$ cat src/rtl/alu_core.sv
// alu_core: 8-bit accumulator-style ALU stage feeding the CPU shifter.
// Latches operands A/B from the internal bus, executes the selected op into t,
// and keeps the carry/zero flags. cf can also be loaded from the shifter.
// Optional feature macro: ALU_MUL_EN (op 111 = 9-cycle shift-add multiply,
// ph driven). Without it, op 111 is a single-cycle XOR and ph reads 8'h00.
module alu_core #(
    parameter int W = 8
) (
    input  logic         clk,
    input  logic         rst,
    input  logic [W-1:0] bus_in,
    input  logic         lda,
    input  logic         ldb,
    input  logic [2:0]   op,
    input  logic         start,
    input  logic         shift_cf,
    input  logic         ld_cf,
    output logic [W-1:0] t,
    output logic [W-1:0] ph,
    output logic         busy,
    output logic         done,
    output logic         cf,
    output logic         zf
);

    typedef enum logic [1:0] {
        ST_IDLE = 2'd0,
        ST_MUL  = 2'd1,
        ST_DONE = 2'd2
    } state_t;

    localparam logic [2:0] OP_ADD = 3'b000;
    localparam logic [2:0] OP_ADC = 3'b001;
    localparam logic [2:0] OP_SUB = 3'b010;
    localparam logic [2:0] OP_AND = 3'b011;
    localparam logic [2:0] OP_OR  = 3'b100;
    localparam logic [2:0] OP_NOT = 3'b101;
    localparam logic [2:0] OP_INC = 3'b110;
    localparam logic [2:0] OP_MUL = 3'b111;

    state_t         state_q, state_d;
    logic [W-1:0]   a_q, a_d;
    logic [W-1:0]   b_q, b_d;
    logic [W-1:0]   t_q, t_d;
    logic           cf_q, cf_d;
    logic           zf_q, zf_d;
    logic           busy_q, busy_d;
    logic           done_q, done_d;

    // Completion bookkeeping: result to write into t and the carry it produces.
    logic [W:0]     res_s;
    logic           cf_new_s;
    logic           cmp_s;

`ifdef ALU_MUL_EN
    logic [W-1:0]   ph_q, ph_d;
    logic [W-1:0]   hi_q, hi_d;   // running partial product, high half
    logic [W-1:0]   lo_q, lo_d;   // multiplier bits shifting out, product low half shifting in
    logic [3:0]     cnt_q, cnt_d;
    logic [W:0]     sum_s;
`endif

    // Next-state, operand load, datapath result and flag update.
    always_comb begin
        state_d  = state_q;
        a_d      = a_q;
        b_d      = b_q;
        t_d      = t_q;
        zf_d     = zf_q;
        busy_d   = busy_q;
        done_d   = 1'b0;
        res_s    = {(W+1){1'b0}};
        cf_new_s = cf_q;
        cmp_s    = 1'b0;
`ifdef ALU_MUL_EN
        ph_d     = ph_q;
        hi_d     = hi_q;
        lo_d     = lo_q;
        cnt_d    = cnt_q;
        sum_s    = {(W+1){1'b0}};
`endif

        case (state_q)
            ST_IDLE: begin
                if (lda) begin
                    a_d = bus_in;
                end else begin
                    a_d = a_q;
                end
                if (ldb) begin
                    b_d = bus_in;
                end else begin
                    b_d = b_q;
                end
                if (start) begin
                    case (op)
                        OP_ADD: begin
                            res_s    = {1'b0, a_q} + {1'b0, b_q};
                            cf_new_s = res_s[W];
                            cmp_s    = 1'b1;
                        end
                        OP_ADC: begin
                            res_s    = {1'b0, a_q} + {1'b0, b_q} + {{W{1'b0}}, cf_q};
                            cf_new_s = res_s[W];
                            cmp_s    = 1'b1;
                        end
                        OP_SUB: begin
                            // Bit W of the 9-bit difference is the borrow (A < B).
                            res_s    = {1'b0, a_q} - {1'b0, b_q};
                            cf_new_s = res_s[W];
                            cmp_s    = 1'b1;
                        end
                        OP_AND: begin
                            res_s = {1'b0, a_q & b_q};
                            cmp_s = 1'b1;
                        end
                        OP_OR: begin
                            res_s = {1'b0, a_q | b_q};
                            cmp_s = 1'b1;
                        end
                        OP_NOT: begin
                            res_s = {1'b0, ~a_q};
                            cmp_s = 1'b1;
                        end
                        OP_INC: begin
                            res_s    = {1'b0, a_q} + {{W{1'b0}}, 1'b1};
                            cf_new_s = res_s[W];
                            cmp_s    = 1'b1;
                        end
                        OP_MUL: begin
`ifdef ALU_MUL_EN
                            state_d = ST_MUL;
                            busy_d  = 1'b1;
                            hi_d    = {W{1'b0}};
                            lo_d    = b_q;
                            cnt_d   = 4'd0;
`else
                            res_s = {1'b0, a_q ^ b_q};
                            cmp_s = 1'b1;
`endif
                        end
                        default: begin
                            cmp_s = 1'b0;
                        end
                    endcase
                end else begin
                    cmp_s = 1'b0;
                end
            end
`ifdef ALU_MUL_EN
            ST_MUL: begin
                if (cnt_q == 4'd8) begin
                    // All eight steps done: {hi,lo} holds A*B. Publish in one edge.
                    res_s    = {1'b0, lo_q};
                    ph_d     = hi_q;
                    cf_new_s = (hi_q != {W{1'b0}});
                    cmp_s    = 1'b1;
                    state_d  = ST_DONE;
                    busy_d   = 1'b0;
                end else begin
                    // One shift-add step; t is untouched so the shifter input stays steady.
                    sum_s = {1'b0, hi_q} + (lo_q[0] ? {1'b0, a_q} : {(W+1){1'b0}});
                    hi_d  = sum_s[W:1];
                    lo_d  = {sum_s[0], lo_q[W-1:1]};
                    cnt_d = cnt_q + 4'd1;
                end
            end
`endif
            ST_DONE: begin
                state_d = ST_IDLE;
            end
            default: begin
                state_d = ST_IDLE;
                busy_d  = 1'b0;
            end
        endcase

        if (cmp_s) begin
            t_d    = res_s[W-1:0];
            zf_d   = (res_s[W-1:0] == {W{1'b0}});
            done_d = 1'b1;
        end else begin
            t_d    = t_q;
            zf_d   = zf_q;
            done_d = 1'b0;
        end

        // A shifter carry load wins over the carry produced by a completing op.
        if (ld_cf) begin
            cf_d = shift_cf;
        end else if (cmp_s) begin
            cf_d = cf_new_s;
        end else begin
            cf_d = cf_q;
        end
    end

    // State and datapath registers with synchronous reset.
    always_ff @(posedge clk) begin
        if (rst) begin
            state_q <= ST_IDLE;
            a_q     <= {W{1'b0}};
            b_q     <= {W{1'b0}};
            t_q     <= {W{1'b0}};
            cf_q    <= 1'b0;
            zf_q    <= 1'b0;
            busy_q  <= 1'b0;
            done_q  <= 1'b0;
        end else begin
            state_q <= state_d;
            a_q     <= a_d;
            b_q     <= b_d;
            t_q     <= t_d;
            cf_q    <= cf_d;
            zf_q    <= zf_d;
            busy_q  <= busy_d;
            done_q  <= done_d;
        end
    end

`ifdef ALU_MUL_EN
    // Multiplier working registers and the held product high byte.
    always_ff @(posedge clk) begin
        if (rst) begin
            ph_q  <= {W{1'b0}};
            hi_q  <= {W{1'b0}};
            lo_q  <= {W{1'b0}};
            cnt_q <= 4'd0;
        end else begin
            ph_q  <= ph_d;
            hi_q  <= hi_d;
            lo_q  <= lo_d;
            cnt_q <= cnt_d;
        end
    end

    assign ph = ph_q;
`else
    assign ph = {W{1'b0}};
`endif

    assign t    = t_q;
    assign busy = busy_q;
    assign done = done_q;
    assign cf   = cf_q;
    assign zf   = zf_q;

endmodule

$ cat config.mk
export PLATFORM = sky130hd
export DESIGN_NAME = alu_core
export DESIGN_NICKNAME = d
export VERILOG_FILES = /design/src/rtl/alu_core.sv
export SDC_FILE = /design/constraint.sdc
export NUM_CORES = 1
export LEC_CHECK = 0
export BUFFER_PORTS_ARGS = -buffer_cell sky130_fd_sc_hd__buf_2
export CAP_MARGIN = 0
export CORE_ASPECT_RATIO = 0.9
export CORE_MARGIN = 8
export CORE_UTILIZATION = 39
export CTS_CLUSTER_DIAMETER = 120
export DETAILED_ROUTE_END_ITERATION = 10
export PLACE_DENSITY = 0.64
export SLEW_MARGIN = 20
export SYNTH_ARGS = -nofsm -noshare
export SYNTH_HDL_FRONTEND = slang
export SYNTH_SLANG_ARGS = --single-unit
export TNS_END_PERCENT = 100
$ cat constraint.sdc
create_clock -name clk -period 2.9 [get_ports clk]
set_input_delay 0.725 -clock clk [delete_from_list [all_inputs] [get_ports clk]]
set_output_delay 0.725 -clock clk [all_outputs]
set_load 0.005 [all_outputs]
; ---- Word level (Yosys, flattened, before mapping)
; Cells that the tools add are included.
[classes]
bitwise_logic = 4
mux = 9
eq_ne = 7
n_reduce_logical = 7
n_addsub = 4
[op_table]
columns = cell, count
row1 = $pmux W8 S8, 1
row2 = $eq A3 B3 Y1 const B, 4
row3 = $add A8 B1 Y9 const B, 1
row4 = $add A8 B8 Y9, 1
row5 = $add A9 B1 Y9, 1
row6 = $sub A8 B8 Y9, 1
row7 = $and A8 B8 Y8, 1
row8 = $logic_not A8 Y1, 1
row9 = $mux W8, 1
row10 = $not A8 Y8, 1
row11 = $or A8 B8 Y8, 1
row12 = $reduce_or A8 Y1, 1
row13 = $xor A8 B8 Y8, 1
row14 = $eq A3 B2 Y1 const B, 2
row15 = $mux W1, 6
row16 = $reduce_bool A5 Y1, 1
row17 = $pmux W1 S4, 1
row18 = $reduce_bool A2 Y1, 2
row19 = $eq A3 B1 Y1 const B, 1
row20 = $logic_not A3 Y1, 1
row21 = $reduce_and A3 Y1, 1
[totals]
inputBits = 18
wordCells = 37
out_inout_bits = 20
regBits = 27

; ---- Logic depth before layout (Yosys ltp)
; Gate-level depths: netlist of the first run.
[depth]
ltp_word = 6
depth_mapped = 12
mapped_depth_nobuf = 12

; ---- Worst setup path before layout of the first run
; No wires, ideal clock.
[synth_timing]
path_kind = register to register
start = register a_q[0]
end = register zf_q, in the netlist zf
synth_period_minus_slack_ns = 2.592
path_stages_with_launch = 12
t_required_ns = 2.773
setup_slack_ns = 0.308
setup_time_ns = 0.127
arrival_ns = 2.465
n_path_buf = 0
cell_sequence = dfxtp_1 > ha_1 > fa_1 > ha_1 > inv_1 > a2111oi_0 > o221ai_1 > nand4b_1 > a31oi_1 > o221ai_1 > nand3_1 > o32ai_1
[synth_via]
elab_chain_cells = 5
elab_cells_between_ends = 11
cone_classes = 4 x add/sub / 2 x mux / 4 x bitwise / 1 x reduce/logical
[synth_lines]
columns = item, line_no
row1 = "start, declared", 42  ; logic [W-1:0] a_q, a_d;
row2 = "start signal, assigned", 202  ; a_q <= {W{1'b0}};
row3 = $add A8 B8 Y9, "98, 103"
row4 = $add A9 B1 Y9, 103  ; res_s = {1'b0, a_q} + {1'b0, b_q} + {{W{1'b0}}, cf_q};
row5 = $pmux W8 S8 *, 96  ; case (op)
row6 = $mux W8 *, 95  ; if (start) begin
row7 = $logic_not A8 Y1 *, 180  ; zf_d = (res_s[W-1:0] == {W{1'b0}});
row8 = "end signal, assigned", 215  ; zf_q <= zf_d;
row9 = "end, declared", 46  ; logic zf_q, zf_d;
; Every way passes the cells marked *; elsewhere a longest branch is shown, timed or not.
; A chain may end at the register's enable or synchronous reset.

; ---- Worst setup path after layout of the first run
[layout_timing]
start = register b_q[0]
end = register zf_q, in the netlist zf
[layout_via]
elab_chain_cells = 5
elab_cells_between_ends = 9
cone_classes = 3 x add/sub / 2 x mux / 3 x bitwise / 1 x reduce/logical
[layout_lines]
columns = item, line_no
row1 = "start, declared", 43  ; logic [W-1:0] b_q, b_d;
row2 = "start signal, assigned", 203  ; b_q <= {W{1'b0}};
row3 = $add A8 B8 Y9, "98, 103"
row4 = $add A9 B1 Y9, 103
row5 = $pmux W8 S8 *, 96
row6 = $mux W8 *, 95
row7 = $logic_not A8 Y1 *, 180
; Marked as above.

==> results of run 1 <==
worst register-to-register path: stages (launching register included):
cell,delay [ns]
dfxtp_2,0.36
ha_2,0.20
fa_1,0.48
xnor2_1,0.33
nand2_1,0.10
a32o_1,0.28
a221oi_2,0.32
nor2_1,0.12
nor4_2,0.29
nand3_1,0.11
o32ai_1,0.12
Yosys cell counts, drive strengths merged, types with 3 or more instances:
master	number
nor2	45
and3	5
nor2b	6
a22oi	3
o21bai	3
nand4	3
o22ai	6
xnor2	7
o221ai	4
mux2	3
nand2	27
a21o	4
o32ai	3
a2111oi	3
xor2	6
dfxtp	27
a211o	4
clkbuf	10
buf	20
o211ai	4
inv	25
nand3	5
o21a	3
ha	27
a211oi	5
o21ai	17
a21oi	26
a221oi	3
mux2i	17
or3	3
nand2b	3
nor3	4
final cells by class:
class	count	share of cell area, %
Inverter	25	3.09
Multi-Input combinational cell	283	66.3
Timing Repair Buffer	39	7.33
Clock buffer	3	1.36
Sequential cell	27	17.9
Tap cell	93	3.83
Clock inverter	1	0.165
metrics by stage:
stage / util (%) / instances / power [mW] / worst slack, ns / TNS, ns
3_5_place_dp: 42.5 / 467 / 0.818 / 0.0855 / 0
5_1_grt: 43.8 / 471 / 1.13 / -0.0127 / -0.0244
3_3_place_gp: 42.5 / 467 / 0.817 / 0.116 / 0
4_1_cts: 43.2 / 471 / 1.05 / 0.0560 / 0
6_report: 43.8 / 471 / 1.05 / 0.103 / 0
2_1_floorplan: - / 365 / 0.724 / 0.308 / 0
power groups by stage:
stage               Combinational [mW]  Sequential [mW]  Clock [mW]
floorplan                        0.299            0.425           0
global placement                 0.392            0.425           0
global route                     0.456            0.422       0.250
finish                           0.408            0.418       0.227
CTS                              0.395            0.418       0.236
detailed placement               0.392            0.426           0
worst max-delay path by stage:
stage / startpoint / to / slack (ns) / cells after the start
2_1_floorplan: a_q[0]$_SDFFE_PP0P_ / zf$_SDFFE_PP0P_ / 0.31 / 11
3_5_place_dp: b_q[0]$_SDFFE_PP0P_ / zf$_SDFFE_PP0P_ / 0.09 / 11
5_1_grt: b_q[0]$_SDFFE_PP0P_ / zf$_SDFFE_PP0P_ / -0.01 / 10
4_1_cts: b_q[0]$_SDFFE_PP0P_ / zf$_SDFFE_PP0P_ / 0.06 / 11
3_3_place_gp: b_q[0]$_SDFFE_PP0P_ / zf$_SDFFE_PP0P_ / 0.12 / 11
6_report: b_q[0]$_SDFFE_PP0P_ / zf$_SDFFE_PP0P_ / 0.10 / 10
metal layers:
layer	routed length [um]	vias up	part of all wire [%]	GRT usage (%)
li1	-	1292	-	-
met1	3530	1217	48	19.4
met2	3090	106	42	23.1
met3	601	16	8.2	3.78
met4	136	0	1.8	4.57
met5	0	-	0	0
flip-flops by register name, summed over array words and instances, names as in the netlist:
register / count
a_q: 8
b_q: 8
cf: 1
done: 1
t: 8
zf: 1
cells by family (layout without fill, tap and decap cells):
| kind of cell | Yosys count | in the layout | synth area share, % |
|---|---|---|---|
| simple gates | 107 | 107 | 17.9 |
| xor+xnor | 13 | 13 | 4.43 |
| flops | 27 | 27 | 19.7 |
| other cells | 1 | 9 | 0.137 |
| mux | 21 | 21 | 8.26 |
| fa+ha+maj | 29 | 29 | 13.8 |
| buf+inv | 55 | 68 | 9.45 |
| compound gates | 104 | 104 | 26.3 |
timing repair:
action / 4_1_cts / 5_1_grt
endpoints found under the setup margin: 0 / 5
gates resized for setup: 0 / 13
buffers inserted: 0 / 0
==> qor.yml, run 1 <==
critical_path:
  worst_r2r_startpoint: "b_q[0]$_SDFFE_PP0P_"
  r2r_slack_ns: 0.10
  startpoint_type: "flip-flop"
  crit_path_cell_trace: "ha_2 -> fa_1 -> xnor2_1 -> nand2_1 -> a32o_1 -> a221oi_2 -> nor2_1 -> nor4_2 -> nand3_1 -> o32ai_1"
  max_stage_delay_ns: 0.48
  crit_arrival_ns: 3.00
  cp_top_family: "compound AO/OA/AOI/OAI gates"
  crit_fanout: 4
  slowest_stage: "fa_1"
  crit_type: "flip-flop to flip-flop"
  worst-r2r-cell-count: 10
  cp_data_required_time_ns: 3.10
  cp.buffers_inverters: 0
  end_kind: "flip-flop"
  r2r_end: "zf$_SDFFE_PP0P_"
logic_synthesis:
  synth_area_um2: 2740
  ys_types: 61
  synth_top_area_cell: "dfxtp_1"
  synth_top_flop_cell: "dfxtp_1"
  synth_edf_count: 0
  syn-instance-count: 357
  synth_top_area_share_pct: 19.7
  ys_warn_count: 0
  yosysSeqAreaShare_pct: 19.7
  synthArstFlopShare_pct: 0
  synth.ff_latch_count: 27
  syn_area_per_cell_um2: 7.68
  synth_area_leaders: "dfxtp_1 20%, ha_1 12%, mux2i_1 6.2%"
finish:
  drive_gt1_share_pct: 16.4
  nNetsFinal: 426
  final_cell_mix: "44 x nor2_1, 28 x buf_2, 27 x nand2_1"
  register_area_um2: 544
  nFillCells: 710
  final_common_cell: "nor2_1"
  area_growth_pct: 10.8
  multi_input_area_um2: 2010
  fin_area_um2: 3040
  antenna_cells: 0
sta:
  finalHoldViolations: 0
  min_period_ns: 2.80
  whs_ns: 0.467
  finalSetupViolations: 0
  max_freq_mhz: 358
  report.final.slew_viol_count: 0
  fin_skew_ns: 0.00851
  worst_pin_slew_ns: 0.551
  maxSlewHeadroom_pct: 63.3
  fin_crit_sh_pct: 96.4
floorplanning:
  initial_core_util_pct: 39.6
  io_pins: 38
  die_h_um: 95.5
  die_x_um: 104
  die_area_um2: 9970
  num_rows: 29
  core_um2: 6930
hold_path:
  holdPathStages: 2
  holdCritStartpoint: "t[5]$_SDFFE_PP0P_"
  hp-class: "flip-flop to flip-flop"
  holdPathEnd: "t[5]$_SDFFE_PP0P_"
clocking:
  htree_levels: 1
  cts_inserted_buffers: 3
  clk_latency_ns: 0.28
  clockBufferDepth: 2
  cts_sinks: 27
  path_clk_slew_ns: 0.10
  cts_hold_buf: 0
  clk_root_buffer_cell: "clkbuf_8"
  cts_tree: "done"
status:
  status: "finished, final reports clean"
drt:
  vias_per_cell: 5.59
  drc_errors: 0
  antenna_left: 0
  first_pass_iters: 4
  wl_per_cell_um: 15.6
  wl_mm: 7.35
  drt_iter0_markers: 178
  num_vias: 2631
global_route:
  first_global_vias: 2466
  antenna_found_initial: 0
  overflow: 0
  grt_usage_pct: 14.7
  grt_max_degree: 30
  grt_pass1_wl_mm: 12.1
power:
  clkPwrFrac_pct: 21.6
  pwr-share-seq_pct: 39.7
  peakVddDrop_mv: 0.174
  powerDensity_nw_per_um2: 347
  switching_share_pct: 36.9
  power_switching_mw: 0.389
  power_frac_comb_pct: 38.8
  leakagePower_nw: 1.34
  p_int_mw: 0.664
placement:
  place_congestion: 0.912
  hpwl_mm: 5.74
  port_buffers: 28
  place_area_um2: 2950
job:
  max-cap-violations: 0
No activity file was read; power rests on OpenSTA's default activity.
==> inputs of run 2 (changes only) <==
--- a/config.mk
+++ b/config.mk
@@ -7,7 +7,7 @@
 export LEC_CHECK = 0
 export BUFFER_PORTS_ARGS = -buffer_cell sky130_fd_sc_hd__buf_2
 export CAP_MARGIN = 0
-export CORE_ASPECT_RATIO = 0.9
+export CORE_ASPECT_RATIO = 0.7
 export CORE_MARGIN = 8
 export CORE_UTILIZATION = 39
 export CTS_CLUSTER_DIAMETER = 120
==> run 2 against run 1 <==
- combinational power is 5.6% higher
- die area grew 0.39%
- total power is 3.0% higher
- sequential power about the same
- clock skew is 0.0074 ns higher
- worst setup slack improved by 0.052 ns
- critical path type unchanged
- maximum frequency is 1.9% higher
==> qor.yml, run 2 (synthesized netlist as in run 1, its figures left out) <==
status:
  status: "finished, final reports clean"
sta:
  maxSlewHeadroom_pct: 62.6  # -0.67 points
  fin_skew_ns: 0.0159  # +0.00736 ns
  fin_crit_sh_pct: 94.7  # -1.8 points
  setup_slack_ns: 0.155  # +0.0520 ns
  report.final.slew_viol_count: 0  # unchanged
  min_period_ns: 2.75  # -0.0520 ns
  worst_pin_slew_ns: 0.561  # +0.0101 ns
  finalHoldViolations: 0  # unchanged
  max_freq_mhz: 364  # +1.9%
  finalSetupViolations: 0  # unchanged
clocking:
  clk_latency_ns: 0.29  # about the same
  clockBufferDepth: 2  # unchanged
  cts_tree: "done"
  path_clk_slew_ns: 0.12  # +0.02 ns
  cts_sinks: 27  # unchanged
  htree_levels: 1  # unchanged
  clk_root_buffer_cell: "clkbuf_8"
  cts_hold_buf: 0  # unchanged
  cts_inserted_buffers: 3  # unchanged
floorplanning:
  die_h_um: 86.1  # -9.8%
  die_x_um: 116  # +11%
  num_rows: 25  # -14%
  initial_core_util_pct: 40.4  # +0.83 points
  io_pins: 38  # unchanged
  die_area_um2: 10000  # +0.39%
  core_um2: 6790  # -2.1%
drt:
  num_vias: 2717  # +3.3%
  first_pass_iters: 5  # +1
  vias_per_cell: 5.70  # +2.0%
  drc_errors: 0  # unchanged
  antenna_left: 0  # unchanged
  wl_mm: 7.88  # +7.2%
  wl_per_cell_um: 16.5  # +5.8%
  drt_iter0_markers: 275  # +54%
global_route:
  grt_pass1_wl_mm: 12.6  # +4.2%
  grt_max_degree: 30  # unchanged
  antenna_found_initial: 0  # unchanged
  first_global_vias: 2495  # +1.2%
  overflow: 0  # unchanged
  grt_usage_pct: 15.9  # +1.2 points
hold_path:
  hp-class: "flip-flop to flip-flop"
  holdPathEnd: "t[4]$_SDFFE_PP0P_"
  holdCritStartpoint: "t[4]$_SDFFE_PP0P_"
  holdPathStages: 2  # unchanged
placement:
  place_congestion: 0.929  # +1.8%
  dp_slack_ns: -0.0159  # -0.101 ns
  place_area_um2: 3000  # +1.7%
  dp_cells: 473  # +1.3%
  port_buffers: 28  # unchanged
  hpwl_mm: 6.12  # +6.7%
critical_path:
  r2r_end: "cf$_SDFFE_PP0P_"
  end_kind: "flip-flop"
  crit_type: "flip-flop to flip-flop"
  r2r_slack_ns: 0.15  # +0.05 ns
  crit_fanout: 6  # +2
  cp_top_family: "compound AO/OA/AOI/OAI gates"
  startpoint_type: "flip-flop"
  crit_arrival_ns: 2.95  # -0.05 ns
  slowest_stage: "dfxtp_1"
  crit_path_cell_trace: "inv_1 -> ha_1 -> a21o_1 -> a221oi_2 -> a21oi_1 -> xor2_1 -> nand4_1 -> xor2_1 -> a21oi_1 -> o32ai_1"
  cp.buffers_inverters: 1  # +1
  worst-r2r-cell-count: 10  # unchanged
  max_stage_delay_ns: 0.51  # +0.03 ns
  worst_r2r_startpoint: "a_q[1]$_SDFFE_PP0P_"
  cp_data_required_time_ns: 3.11  # about the same
job:
  max-cap-violations: 0  # unchanged
finish:
  final_common_cell: "nor2_1"
  drive_gt1_share_pct: 18.3  # +1.9 points
  antenna_cells: 0  # unchanged
  layout.cells.non_filler: 477  # +1.3%
  area_growth_pct: 13.6
  nFillCells: 712  # +0.28%
  final_cell_mix: "44 x nor2_1, 28 x buf_2, 27 x nand2_1"
  fin_area_um2: 3110  # +2.5%
  nNetsFinal: 431  # +1.2%
power:
  powerDensity_nw_per_um2: 348  # +0.50%
  peakVddDrop_mv: 0.182  # +4.4%
  leakagePower_nw: 1.36  # +2.0%
[run 2: worst reg2reg max path: stages (launching register included)]
cell	delay, ns
dfxtp_1	0.51
inv_1	0.09
ha_1	0.34
a21o_1	0.23
a221oi_2	0.39
a21oi_1	0.14
xor2_1	0.31
nand4_1	0.16
xor2_1	0.15
a21oi_1	0.08
o32ai_1	0.27
[run 2: how the worst max path moves through the flow]
| stage | slack [ns] | cells past startpoint | start | end |
|---|---|---|---|---|
| after global placement | 0.14 | 11 | b_q[0]$_SDFFE_PP0P_ | zf$_SDFFE_PP0P_ |
| after CTS | 0.01 | 11 | b_q[0]$_SDFFE_PP0P_ | zf$_SDFFE_PP0P_ |
| final | 0.15 | 10 | a_q[1]$_SDFFE_PP0P_ | cf$_SDFFE_PP0P_ |
| after global routing | -0.03 | 11 | b_q[2]$_SDFFE_PP0P_ | zf$_SDFFE_PP0P_ |
| after detailed placement | -0.02 | 11 | b_q[0]$_SDFFE_PP0P_ | zf$_SDFFE_PP0P_ |
| after floorplan | 0.31 | 11 | a_q[0]$_SDFFE_PP0P_ | zf$_SDFFE_PP0P_ |
[run 2: repair_timing]
action | in CTS | in global routing
pin swaps | 0 | 3
setup buffers | 0 | 0
endpoints found under the setup margin | 1 | 3
gates resized for setup | 1 | 15
[run 2: layer usage]
metal / vias to the layer above / part of all wire (%) / GRT usage, % / wire length [um]
li1: 1306 / - / - / -
met1: 1283 / 48 / 23.7 / 3790
met2: 114 / 41 / 22.0 / 3250
met3: 14 / 9.5 / 3.44 / 745
met4: 0 / 1.3 / 3.40 / 101
met5: - / 0 / 0 / 0
[run 2: where the power goes]
part	internal [mW]	switching (mW)	leakage (nW)
clock network	0.0982	0.140	0.0217
registers	0.395	0.0199	0.223
logic	0.181	0.250	1.12
total	0.675	0.409	1.36
[run 2: per-stage QoR]
stage                     power, mW  TNS [ns]  util [%]  hold slack (ns)
after floorplan               0.724         0         -            0.462
after global placement        0.827         0      44.1            0.452
after detailed placement      0.834   -0.0159      44.1            0.454
after CTS                      1.07         0      44.9            0.471
after global routing           1.16   -0.0274      45.9            0.487
final                          1.08         0      45.9            0.469
[run 2: area by class of cell]
cell class	instances	area, um^2	area share, %
clock inverter	1	7.51	0.241
inverter	25	93.8	3.01
timing repair buffer	44	273	8.76
multi-input combinational	283	2040	65.5
clock buffer	3	41.3	1.33
sequential	27	542	17.4
tap	94	118	3.78
